### src/rtl/feynman_vector_driver.sv
// feynman_vector_driver
//   Exhaustive stimulus driver and checker for a double Feynman gate
//   (p=a, q=a^b, r=a^c). Each run sweeps {a,b,c} from 000 to 111 PASSES
//   times. Every vector is held SETTLE cycles and then checked for one cycle.
//   Mismatches are counted with saturation, and the first failing vector is
//   captured.
//
// Ports
//   clk             rising-edge clock
//   rst             synchronous active-high reset
//   start           run request, sampled only in IDLE
//   a, b, c         registered stimulus; forced to 0 outside APPLY/CHECK
//   p, q, r         gate response, combinational from a, b, c
//   busy            high while a run is in progress (APPLY/CHECK)
//   done            one-cycle pulse in the DONE state
//   pass            last completed run had zero mismatches
//   err_count       saturating mismatch count for the current/last run
//   first_err_vec   {a,b,c} of the first mismatching vector
//   first_err_valid first_err_vec holds a captured value
module feynman_vector_driver #(
  parameter int SETTLE = 1,
  parameter int PASSES = 1,
  parameter int ERR_W  = 8
) (
  input  logic             clk,
  input  logic             rst,
  input  logic             start,
  output logic             a,
  output logic             b,
  output logic             c,
  input  logic             p,
  input  logic             q,
  input  logic             r,
  output logic             busy,
  output logic             done,
  output logic             pass,
  output logic [ERR_W-1:0] err_count,
  output logic [2:0]       first_err_vec,
  output logic             first_err_valid
);

  localparam logic [1:0] S_IDLE  = 2'd0;
  localparam logic [1:0] S_APPLY = 2'd1;
  localparam logic [1:0] S_CHECK = 2'd2;
  localparam logic [1:0] S_DONE  = 2'd3;

  typedef struct packed {
    logic p;
    logic q;
    logic r;
  } resp_t;

  logic [1:0]       state;
  logic [3:0]       settle_cnt;
  logic [7:0]       pass_cnt;
  logic [2:0]       vec;
  resp_t            exp_rsp, got_rsp;
  logic             mismatch;
  logic [ERR_W-1:0] err_inc;
  logic [ERR_W-1:0] err_final;
  logic             last_vec, last_pass, settle_end;

  // The vector register is the stimulus itself; the outputs read it directly.
  assign vec        = {a, b, c};
  assign exp_rsp    = '{p: a, q: a ^ b, r: a ^ c};
  assign got_rsp    = '{p: p, q: q, r: r};
  assign mismatch   = (exp_rsp != got_rsp);
  assign err_inc    = (&err_count) ? err_count : err_count + 1'b1;
  // Count as it will stand after this CHECK edge; pass is derived from it.
  assign err_final  = mismatch ? err_inc : err_count;
  assign last_vec   = (vec == 3'b111);
  assign last_pass  = (pass_cnt == 8'(PASSES - 1));
  assign settle_end = (settle_cnt == 4'(SETTLE - 1));

  always_ff @(posedge clk) begin
    if (rst) begin
      state           <= S_IDLE;
      settle_cnt      <= '0;
      pass_cnt        <= '0;
      {a, b, c}       <= 3'b000;
      busy            <= 1'b0;
      done            <= 1'b0;
      pass            <= 1'b0;
      err_count       <= '0;
      first_err_vec   <= 3'b000;
      first_err_valid <= 1'b0;
    end else begin
      done <= 1'b0;
      case (state)
        S_IDLE: begin
          if (start) begin
            state           <= S_APPLY;
            settle_cnt      <= '0;
            pass_cnt        <= '0;
            {a, b, c}       <= 3'b000;
            busy            <= 1'b1;
            pass            <= 1'b0;
            err_count       <= '0;
            first_err_vec   <= 3'b000;
            first_err_valid <= 1'b0;
          end
        end
        S_APPLY: begin
          if (settle_end) begin
            state      <= S_CHECK;
            settle_cnt <= '0;
          end else begin
            settle_cnt <= settle_cnt + 4'd1;
          end
        end
        S_CHECK: begin
          if (mismatch) begin
            err_count <= err_inc;
            if (!first_err_valid) begin
              first_err_vec   <= vec;
              first_err_valid <= 1'b1;
            end
          end
          if (last_vec && last_pass) begin
            state     <= S_DONE;
            {a, b, c} <= 3'b000;
            busy      <= 1'b0;
            done      <= 1'b1;
            pass      <= (err_final == '0);
          end else begin
            state     <= S_APPLY;
            {a, b, c} <= vec + 3'd1;   // 111 wraps to 000 for the next sweep
            if (last_vec) pass_cnt <= pass_cnt + 8'd1;
          end
        end
        default: begin
          state <= S_IDLE;
        end
      endcase
    end
  end

endmodule

### config.mk
export PLATFORM = sky130hd
export DESIGN_NAME = feynman_vector_driver
export DESIGN_NICKNAME = d
export VERILOG_FILES = /design/src/rtl/feynman_vector_driver.sv
export SDC_FILE = /design/constraint.sdc
export NUM_CORES = 1
export LEC_CHECK = 0
export ABC_AREA = 1
export BUFFER_PORTS_ARGS = -buffer_cell sky130_fd_sc_hd__buf_2
export CORE_MARGIN = 3
export CORE_UTILIZATION = 57
export DETAILED_ROUTE_END_ITERATION = 8
export PLACE_DENSITY = 0.86
export SYNTH_ARGS = -nofsm -noshare
export SYNTH_HDL_FRONTEND = slang
export SYNTH_SLANG_ARGS = --single-unit
### constraint.sdc
create_clock -name clk -period 2.1 [get_ports clk]
set_input_delay 0.42 -clock clk [delete_from_list [all_inputs] [get_ports clk]]
set_output_delay 0.42 -clock clk [all_outputs]
set_load 0.01 [all_outputs]
# ---- Word-level counts from Yosys, hierarchy flattened
# Index checks and enable logic that the tools add are counted.
dict set report word_totals {
  output_inout_bits 18
  ff_bits 32
  word_cells 79
}
dict set report classes {
  n_reduce_logical 16
  n_bitwise 3
  n_mux 33
  n_eq_ne 11
  add_sub_neg 4
}
# op n
set op_table {}
lappend op_table {{8-bit 2-to-1 mux} 5}
lappend op_table {{8-bit one-hot mux with 2 select lines} 2}
lappend op_table {{8-bit by 1-bit adder with 8-bit output (second input constant)} 2}
lappend op_table {{8-bit logical NOT} 2}
lappend op_table {{2-bit inequality test (second input constant)} 7}
lappend op_table {{1-bit one-hot mux with 2 select lines} 6}
lappend op_table {{1-bit 2-to-1 mux} 9}
lappend op_table {{3-bit 2-to-1 mux} 3}
lappend op_table {{4-bit 2-to-1 mux} 2}
lappend op_table {{4-bit one-hot mux with 2 select lines} 1}
lappend op_table {{4-bit AND reduction} 2}
lappend op_table {{8-bit AND reduction} 1}
lappend op_table {{2-bit 2-to-1 mux} 3}
lappend op_table {{2-bit one-hot mux with 3 select lines} 1}
lappend op_table {{3-bit one-hot mux with 2 select lines} 1}
lappend op_table {{2-bit AND reduction} 3}
lappend op_table {{3-bit AND reduction} 2}
lappend op_table {{4-bit by 1-bit adder with 4-bit output (second input constant)} 1}
lappend op_table {{4-bit logical NOT} 1}
lappend op_table {{2-bit nonzero test} 2}
lappend op_table {{3-bit by 1-bit adder with 3-bit output (second input constant)} 1}
lappend op_table {{3-bit == test (second input constant)} 1}
lappend op_table {{3-bit inequality test} 1}
lappend op_table {{2-bit by 1-bit == test with 1-bit output (second input constant)} 1}
lappend op_table {{6 further kinds} 7}

# ---- Depth between registers and ports, before layout
# Gate-level depths: netlist of the first run.
dict set report logic_depth {
  word_depth 6
  mapped_depth 13
  ltp_nobuf 13
}

# ---- Worst setup path after synthesis of the first run
# No wires, ideal clock.
dict set report synth_path {
  path_kind {register to register}
  startpoint {reg c}
  endpoint {reg pass_cnt[6]}
  path_buffers 1
  setup_slack_ns 0.483
  setup_ns 0.128
  path_stages_with_launch 11
  t_arrival_ns 1.490
  required_time_ns 1.972
  synth_period_minus_slack_ns 1.617
  path_cell_list {dfxtp_1 > ha_1 > ha_1 > nand3_1 > nor3_2 > nand2_2 > nand2_2 > buf_6 > nor3_1 > a21oi_1 > nor2_1}
}
dict set report synth_via {
  elab_chain_cells 4
}
# item line_no
set synth_lines {}
lappend synth_lines {{start, declared} 30} ;# output logic c,
lappend synth_lines {{start signal, assigned} 127} ;# {a, b, c} <= vec + 3'd1;
lappend synth_lines {{3-bit == test (*)} 71} ;# assign last_vec = (vec == 3'b111);
lappend synth_lines {{1-bit logical AND} 119} ;# if (last_vec && last_pass) begin
lappend synth_lines {{2-bit inequality test (no line)} n/a}
lappend synth_lines {{4-bit AND reduction (no line) (*)} n/a}
lappend synth_lines {{end signal, assigned} 128} ;# if (last_vec) pass_cnt <= pass_cnt + 8'd1;
lappend synth_lines {{end, declared} 55} ;# logic [7:0] pass_cnt;
# Every way passes the cells marked *; elsewhere a longest branch is shown, timed or not.
# A chain may end at the register's enable or synchronous reset.

# ---- Worst setup path after layout of the first run
dict set report layout_path {
  startpoint {reg b}
  endpoint {reg pass_cnt[4]}
}
dict set report layout_via {
  elab_chain_cells 4
}
# item line_no
set layout_lines {}
lappend layout_lines {{start, declared} 29} ;# output logic b,
lappend layout_lines {{start signal, assigned} 127}
lappend layout_lines {{3-bit == test (*)} 71}
lappend layout_lines {{1-bit logical AND} 119}
lappend layout_lines {{2-bit inequality test (no line)} n/a}
lappend layout_lines {{4-bit AND reduction (no line) (*)} n/a}
# Marks and branches as above.

==> results, run 1 <==
- On the final layout, the worst clock skew is 0.00683 ns.
- The number of enable-type register cells in the synthesized netlist is 0.
- For this run the aggregate overflow at the end of global routing stands at 0.
- The classification of the worst-slack hold path is in -> reg.
- The number of cells after detailed placement is around 350.
- For this run, design rule violations remaining after detail routing come to 0.
- The worst-case vdd ir drop is 393 uV.
- After detailed routing, the total wire length is approximately 4000 um.
- In this run the tool buffered the top-level ports with 23 buffer cells.
- In this run the most used layer during global routing was met2.
- The CTS tree is yes.
- The final worst setup slack is roughly 0.29 ns.
- The total of endpoints with negative setup slack in the final report is 0.
- The tightest hold path in the finished design has a slack of 0.460 ns.
- The via count of the first global-routing pass is 1,628.
- The first detailed-routing pass ran for 4 iterations.
- The register bit count reported by yosys is 32.
- For the worst flop-to-flop path, the logic depth is 10.
- Summing all placed instances gives a cell area of approximately 0.002 mm^2.
- Clock-pin slew was measured on the worst setup and hold paths at 0.10 ns.
- For hold timing, the worst endpoint is busy.
- The analysis attributes to cell leakage a power of 0.987 nW.
- The root buffer cell chosen for the clock tree is sky130_fd_sc_hd__clkbuf_4.
- The die boundary width is 63.1 um.
- For the worst setup path, the data arrival time is 2.05 ns.
- The synthesized netlist contains 31 unique library cells.
- Setup repair after global routing left no endpoint under its margin.
- The largest net degree at the start of global routing is 26.
- The hold-fix buffer count after cts is 0.
- STA puts the critical path data required time at 2.34 ns.
- Along the worst hold path, the cell count comes to 3.
- The warning count from the yosys run is 0.
- The number of gates resized after CTS was 0.
- The post-route cell area is 0.00211 mm^2.
- Measured against its own limit, the worst slew margin works out to 0.693.
- The top achievable clock speed is 553 MHz.
- STA classifies the critical path startpoint as a flop.
- Across the whole layout, storage elements account for 641 um^2.
- For this run, the leading register cell type out of synthesis is sky130_fd_sc_hd__dfxtp_1.
- The floorplan row count is 20.
- The number of antenna violations at the first check in global routing is 0.
- The net count of the finished layout is between 300 and 400.
- The final cell count without fillers is roughly 350.
- For this configuration, the core starts out at a cell density of 0.604.
- Leaving out fill and tap cells, the most frequent cell in the layout is sky130_fd_sc_hd__nand2_1.
- The floorplan core area is 0.00308 mm^2.
- The sequential fraction of the synthesis area is 0.345.
- The post-synthesis async set-or-reset flop share is 0.
- The mean post-synth cell area is 6.64 um^2.
- The number of clock sinks seen by CTS is 32.
- The H-tree was split into 2 levels.
- In this run the critical register-to-register path is launched from b.
- After detailed routing, the number of vias per cell comes to 5.06.
- The number of antenna diodes in the final layout is 0.
- At the placement stage, the worst setup path has a slack of 0.301 ns.
- Relative to the synthesized area, the layout overhead comes to 13.6%.
- In the global route stage, met3 resource usage came out at 0.0713.
- The number of max-slew violations in the final report is 0.
- For the pin with the worst max-slew slack, the measured transition is 0.460 ns.
- Counting every instance in the synthesized netlist gives 280.
- The area used by multi-input combinational logic is 0.00107 mm^2.
- The floorplan step defined a die boundary enclosing 0.00398 mm^2.
- The final standard cell utilization of the core is 0.686.
- The vertical die dimension is 63.1 um.
- In the final routed layout, each cell accounts on average for 11.2 um.
- The number of maximum-capacitance constraint violations is 0.
- The run finished with clean final reports.
- After layout, the minimum clock period comes to 1.81 ns.
- The clock buffer count from CTS is 5.
- The routing usage on met2 is 0.345.
- In this run the most critical hold path is launched from start.
- Of the cells placed in the final design, the portion with a size suffix greater than 1 is 0.171.
- The largest buffer count on any clock path is 2.
- The routed layout has 1,792 vias.
- The peak fanout along the critical path is 12.
- The element type at the critical path end is a flop.
- For this design the ratio of total power to cell area is 581 mW/mm^2.
- Leaving out fill and tap cells, the most frequent cells in the layout are sky130_fd_sc_hd__nand2_1 (80), sky130_fd_sc_hd__nor2_1 (33), sky130_fd_sc_hd__dfxtp_1 (32).
- The routability-driven placement congestion ratio is between 0.8 and 0.9.
- By startpoint and endpoint, the worst setup path is classified as reg -> reg.
- In the final timing run, aggregate negative setup slack is 0 ns.
- The cell area that synthesis handed to floorplanning was 0.00186 mm^2.
- Dividing the final minimum period by the clock period gives 0.862.
- The setup slack of the worst register-to-register path is between 0.2 and 0.3 ns.
- The capturing point of the worst reg2reg path is pass_cnt[4].
- The filler cell count in the final layout is 274.
- The met1 capacity usage during global routing is 0.274.
- In this run the post-CTS setup repair buffer count came out at 0.
- The number of hold violations in the final report came to 0.
- The net count after synthesis is between 200 and 300.
- The overall track demand over capacity in global routing is 0.218.
- The later pin in the worst-skew pair is clocked with a latency of 0.34 ns.
- The detail route stage leaves a number of antenna-violating nets equal to 0.
- The starting DRC count in detailed routing is 115.
- 24 I/O pins were placed.
- The half-perimeter wire length of the detailed placement result is approximately 2800 um.
- Total power for the finished layout comes to 1.23 mW.
- The global-route wire length before repair is 6940 um.
cells in the mapped netlist, drive strengths merged, types with 3 or more instances:
cell     n  area [um^2]
nand2   89          377
inv     31          116
nor3     4         25.0
ha       7         87.6
dfxtp   32          641
a32oi    3         26.3
clkbuf   4         15.0
nor2    36          153
a21oi   22          110
o21ai   11         58.8
nand3   28          145
metal layers:
layer	vias to the layer above	part of all wire
met2	38	0.46
met3	4	0.054
met5	-	0
li1	966	-
met1	784	0.48
met4	0	0.0073
worst max-delay path by stage:
stage | start | to | cells past startpoint
floorplan | c | pass_cnt[6] | 10
global placement | b | pass_cnt[4] | 10
detailed placement | b | pass_cnt[5] | 10
CTS | b | pass_cnt[5] | 10
global route | b | pass_cnt[4] | 10
finish | b | pass_cnt[4] | 10
report_power, final:
part           total (mW)  internal (mW)  leakage, nW  switching, mW
clock network       0.463          0.249       0.0422          0.214
logic               0.135         0.0404        0.686         0.0951
registers           0.628          0.618        0.259         0.0100
sequential cells by signal (all words and copies together), names as in the netlist, 2 cells and up:
signal / count
state: 2
settle_cnt: 4
pass_cnt: 8
err_count: 8
first_err_vec: 3
critical path, stage by stage, from the launching register on:
cell and delay (ns):
sky130_fd_sc_hd__dfxtp_1 0.37, sky130_fd_sc_hd__ha_1 0.21, sky130_fd_sc_hd__ha_1 0.20, sky130_fd_sc_hd__nand3_1 0.10, sky130_fd_sc_hd__nor3_2 0.05, sky130_fd_sc_hd__nand2_2 0.11
sky130_fd_sc_hd__nand2_2 0.16, sky130_fd_sc_hd__nor3_1 0.30, sky130_fd_sc_hd__nand3_1 0.11, sky130_fd_sc_hd__nand2_1 0.07, sky130_fd_sc_hd__nor2_1 0.04
final cells by class:
type,count,share of cell area
Multi-Input combinational cell,211,0.507
Inverter,31,0.0551
Clock inverter,2,0.0166
Sequential cell,32,0.303
Timing Repair Buffer,28,0.0723
Clock buffer,6,0.0196
Tap cell,44,0.0261
kinds of logic (layout without fill, tap and decap cells):
family                   count (synthesis)  count (layout)  share of synthesized area
flip-flops                              32              32                      0.345
buffers and inverters                   37              67                     0.0795
adder cells (fa/ha/maj)                  7               7                     0.0471
XOR/XNOR                                 3               3                     0.0141
AO/OA/AOI/OAI                           40              40                      0.125
AND/OR/NAND/NOR                        161             161                      0.390
Note: power is estimated with default switching activity, not from simulation.
==> run 2, diff against run 1 <==
- ABC_AREA: 1 -> not set
- BUFFER_PORTS_ARGS: -buffer_cell sky130_fd_sc_hd__buf_2 -> not set
- CORE_ASPECT_RATIO: not set -> 0.75
- CORE_UTILIZATION: 57 -> 62
- DONT_BUFFER_PORTS: not set -> 1
- PLACE_DENSITY: 0.86 -> 0.85
==> run 2 against run 1 <==
  * Flip-flop and latch count stayed put
  * Sequential share of layout area is 2.2 points higher
  * Clock skew is 0.0028 ns lower
  * Critical path depth is 4 lower
  * Non-clock buffer count is 8 lower
  * Worst hold slack worse by 0.26 ns
  * Cell count is 27% lower
  * Core utilization is 12 points higher
  * First-iteration DRC count is 51% higher
  * Area after synthesis is 8.0% lower
  * Critical endpoint is now pass
  * Largest cell class unchanged
  * Highest routed layer unchanged
==> results, run 2 <==
- Outcome: finished clean (unchanged).
- The hold-fix buffer count after cts came to 0 (unchanged).
- The footprint of the flip-flops and latches came to 642 um^2 (was 641 um^2).
- The remaining routing DRC violations is 0 (unchanged).
- The top achievable clock speed is 488 MHz (was 553 MHz).
- The most frequent standard cell in the layout excluding fill and tap cells is sky130_fd_sc_hd__nor2_1 (was sky130_fd_sc_hd__nand2_1).
- The ratio of routed vias to standard cells is 6.48 (was 5.06).
- The worst-case vdd ir drop is 441 uV (was 393 uV).
- The vertical die dimension was 51.5 um (was 63.1 um).
- The synthesized cell area is 0.00171 mm^2 (was 0.00186 mm^2).
- The classification of the worst-slack hold path is in -> reg (unchanged).
- The xor/xnor share of the synthesized area was 0.0454 (was 0.0141).
- The area share of the leading cell type in the synthesized netlist is 0.375 (was 0.345).
- The antenna diode count is 0 (unchanged).
- The starting DRC count in detailed routing is 174 (was 115).
- The floorplan row count is 15 (was 20).
- The launching point of the worst reg2reg path is c (was b).
- The main combinational cell family by area after synthesis is simple AND/OR/NAND/NOR gates (unchanged).
- The most instantiated flip-flop cell in the synthesis netlist was sky130_fd_sc_hd__dfxtp_1 (unchanged).
- The largest area contributor in the synthesized netlist is sky130_fd_sc_hd__dfxtp_1 (unchanged).
- The final worst setup slack is 0.0520 ns (was 0.290 ns).
- The number of different library cells in the post-synthesis netlist is 45 (was 31).
- The filler cell count in the final layout is 153 (was 274).
- The share of cells above drive strength 1 is 0.177 (was 0.171).
- The kind of launch point of the worst setup path is a flop (unchanged).
- The number of detailed-route iterations in the first pass is 7 (was 4).
- The H-tree depth reported by CTS is 2 (unchanged).
- The sequential fraction of the synthesis area is 0.375 (was 0.345).
- The synthesized instance count is 211 (was 280).
- Commonest cells in the netlist: sky130_fd_sc_hd__nor2_1 (36), sky130_fd_sc_hd__dfxtp_1 (32), sky130_fd_sc_hd__a21oi_1 (15), sky130_fd_sc_hd__nand2_1 (15) (was sky130_fd_sc_hd__nand2_1 (80), sky130_fd_sc_hd__nor2_1 (33), sky130_fd_sc_hd__dfxtp_1 (32), sky130_fd_sc_hd__inv_1 (30), sky130_fd_sc_hd__nand3_1 (27)).
- The number of antenna violations at the first check in global routing is 0 (unchanged).
- The number of max-slew violations in the final report is 0 (unchanged).
- The overall track demand over capacity in global routing is 0.281 (was 0.218).
- The clock latency on the worst-skew pair was 0.29 ns (was 0.34 ns).
- The detailed-route wire length per cell is 16.7 um (was 11.2 um).
- The largest net degree at the start of global routing came to 28 (was 26).
- The peak fanout along the critical path came to 6 (was 12).
- The port buffer count is 0 (was 23).
- The category of the critical setup timing path is reg -> reg (unchanged).
- The final standard cell utilization of the core came to 0.803 (was 0.686).
- The routability-driven placement congestion ratio is 0.896 (was 0.881).
- The detailed-route wire length is 4340 um (was 3980 um).
- The element type at the critical path end is a flop (unchanged).
- Cell types with the largest area share after synthesis: sky130_fd_sc_hd__dfxtp_1 (37%), sky130_fd_sc_hd__nor2_1 (7.9%), sky130_fd_sc_hd__ha_1 (5.1%), sky130_fd_sc_hd__a21oi_1 (4.4%), sky130_fd_sc_hd__nand2_1 (3.3%) (was sky130_fd_sc_hd__dfxtp_1 (34%), sky130_fd_sc_hd__nand2_1 (16%), sky130_fd_sc_hd__nand3_1 (7.3%), sky130_fd_sc_hd__nor2_1 (6.7%), sky130_fd_sc_hd__inv_1 (6.1%)).
- The warning count from the yosys run came to 0 (unchanged).
- The floorplan core area is 0.00246 mm^2 (was 0.00308 mm^2).
- The worst slew slack as a fraction of its limit is 0.678 (was 0.693).
- The most frequent cell after synthesis is sky130_fd_sc_hd__nor2_1 (was sky130_fd_sc_hd__nand2_1).
- Most frequent cells in the layout: sky130_fd_sc_hd__nor2_1 (35), sky130_fd_sc_hd__dfxtp_1 (31), sky130_fd_sc_hd__buf_4 (20) (was sky130_fd_sc_hd__nand2_1 (80), sky130_fd_sc_hd__nor2_1 (33), sky130_fd_sc_hd__dfxtp_1 (32)).
- The area of the die is 0.00343 mm^2 (was 0.00398 mm^2).
- The multiplexer share of the synthesized area is 0 (unchanged).
- The worst slack at placement was 0.0596 ns (was 0.301 ns).
- The slew at the pin closest to its max-slew limit is 0.479 ns (was 0.460 ns).
- The post-synthesis async set-or-reset flop share is 0 (unchanged).
- The area added between synthesis and finish came to 15.5% (was 13.6%).
- The worst-case clock skew is 0.00405 ns (was 0.00683 ns).
- The register bit count reported by yosys is 32 (unchanged).
- The number of maximum-capacitance constraint violations is 0 (unchanged).
- The largest buffer count on any clock path is 2 (unchanged).
- The required time of the critical path is 2.34 ns (about the same).
- The area used by multi-input combinational logic is 0.00101 mm^2 (was 0.00107 mm^2).
- The clock transition at the registers of the reported paths was 0.06 ns (was 0.10 ns).
- The simple-gate share of the synthesized area is 0.277 (was 0.390).
- The data arrival at the endpoint of the critical path is 2.28 ns (was 2.05 ns).
- The post-synthesis compound-gate area fraction is 0.204 (was 0.125).
- The global-route wire length before repair is 7170 um (was 6940 um).
- The initial cell density of the core was 0.695 (was 0.604).
- Unrepaired setup endpoints after global routing: true (was false).
- The clock period minus final worst setup slack is 2.05 ns (was 1.81 ns).
- The mean post-synth cell area came to 8.10 um^2 (was 6.64 um^2).
- The half-perimeter wire length of the detailed placement result is 3070 um (was 2790 um).
- The count of boundary I/O pins came to 24 (unchanged).
- The CTS tree is yes (unchanged).
- The hold path startpoint is rst (was start).
- The root buffer cell is sky130_fd_sc_hd__clkbuf_8 (was sky130_fd_sc_hd__clkbuf_4).
- The number of clock sinks seen by CTS is 32 (unchanged).
- The total grt overflow is 0 (unchanged).
- Registers with the most flip-flops: err_count x8, pass_cnt x8, settle_cnt x4 (unchanged).
- The net count after synthesis is 224 (was 293).
- The clock buffer count from CTS was 5 (unchanged).
- The number of nets in the layout is 239 (was 322).
- The total of endpoints with negative setup slack in the final report is 0 (unchanged).
- The via count of the first global-routing pass is 1,544 (was 1,628).
- The die boundary width came to 66.6 um (was 63.1 um).
- The leakage power is 0.737 nW (was 0.987 nW).
- The share of the clock period used by the worst path is 0.975 (was 0.862).
- The number of hold violations in the final report is 0 (unchanged).
- The number of enable-type register cells in the synthesized netlist was 0 (unchanged).
- The critical path launch point is c (was b).
- The count of nets left with antenna violations after detail routing is 0 (unchanged).
- The synthesized-area fraction occupied by adder cells was 0.0512 (was 0.0471).
- The total via count after detailed routing is 1,686 (was 1,792).
- The cell area power density was 626 mW/mm^2 (was 581 mW/mm^2).
-- run 2: critical path: stages (launching register included) --
cell and delay (ns):
sky130_fd_sc_hd__dfxtp_1 0.48, sky130_fd_sc_hd__xnor2_2 0.20, sky130_fd_sc_hd__and3_4 0.27, sky130_fd_sc_hd__nor3_2 0.06, sky130_fd_sc_hd__a2111o_1 0.46, sky130_fd_sc_hd__a2111oi_4 0.36, sky130_fd_sc_hd__a31o_1 0.17
-- run 2: layout make-up --
cell class,count,share of cell area
clock buffers,7,0.0488
inverters,8,0.0152
multi-input cells,159,0.513
flip-flops and latches,32,0.325
well taps,34,0.0215
repair buffers,20,0.0760
-- run 2: path summary, 6_finish.rpt --
check             endpoint  slack (ns)  cells past startpoint
min           err_count[1]        0.20                      1
min reg2reg  settle_cnt[3]        0.50                      1
max                   pass        0.05                      6
max reg2reg           pass        0.05                      6
-- run 2: cells by family (layout without fill, tap and decap cells) --
family | after synthesis | in the layout
compound gates | 50 | 50
xor+xnor | 8 | 8
fa+ha+maj | 7 | 7
buf+inv | 20 | 35
flops | 32 | 32
simple gates | 94 | 94
-- run 2: metal layers --
layer | GRT usage | routed length, um
met4 | 0.135 | 144
met2 | 0.429 | 1920
met3 | 0.0857 | 518
met5 | 0 | 0
met1 | 0.359 | 1750
-- run 2: metrics by stage --
step / std cells / hold slack [ns] / cell area, um^2 / total power [mW] / TNS [ns]
final: 260 / 0.195 / 1970 / 1.24 / 0
after global routing: 260 / 0.188 / 1970 / 1.28 / -0.0655
after CTS: 260 / 0.189 / 1950 / 1.24 / 0
after detailed placement: 253 / 0.476 / 1850 / 0.739 / 0
after global placement: 253 / 0.459 / 1850 / 0.733 / 0
after floorplan: 211 / 0.452 / 1710 / 0.714 / 0
-- run 2: report_power, final --
part	internal, mW	switching [mW]
clock	0.291	0.214
combinational	0.0405	0.0610
sequential	0.615	0.0145
total	0.946	0.290
-- run 2: what timing repair did --
action	4_1_cts	5_1_grt
endpoints found under the setup margin	0	6
resized for setup	0	4
setup buffers	0	0
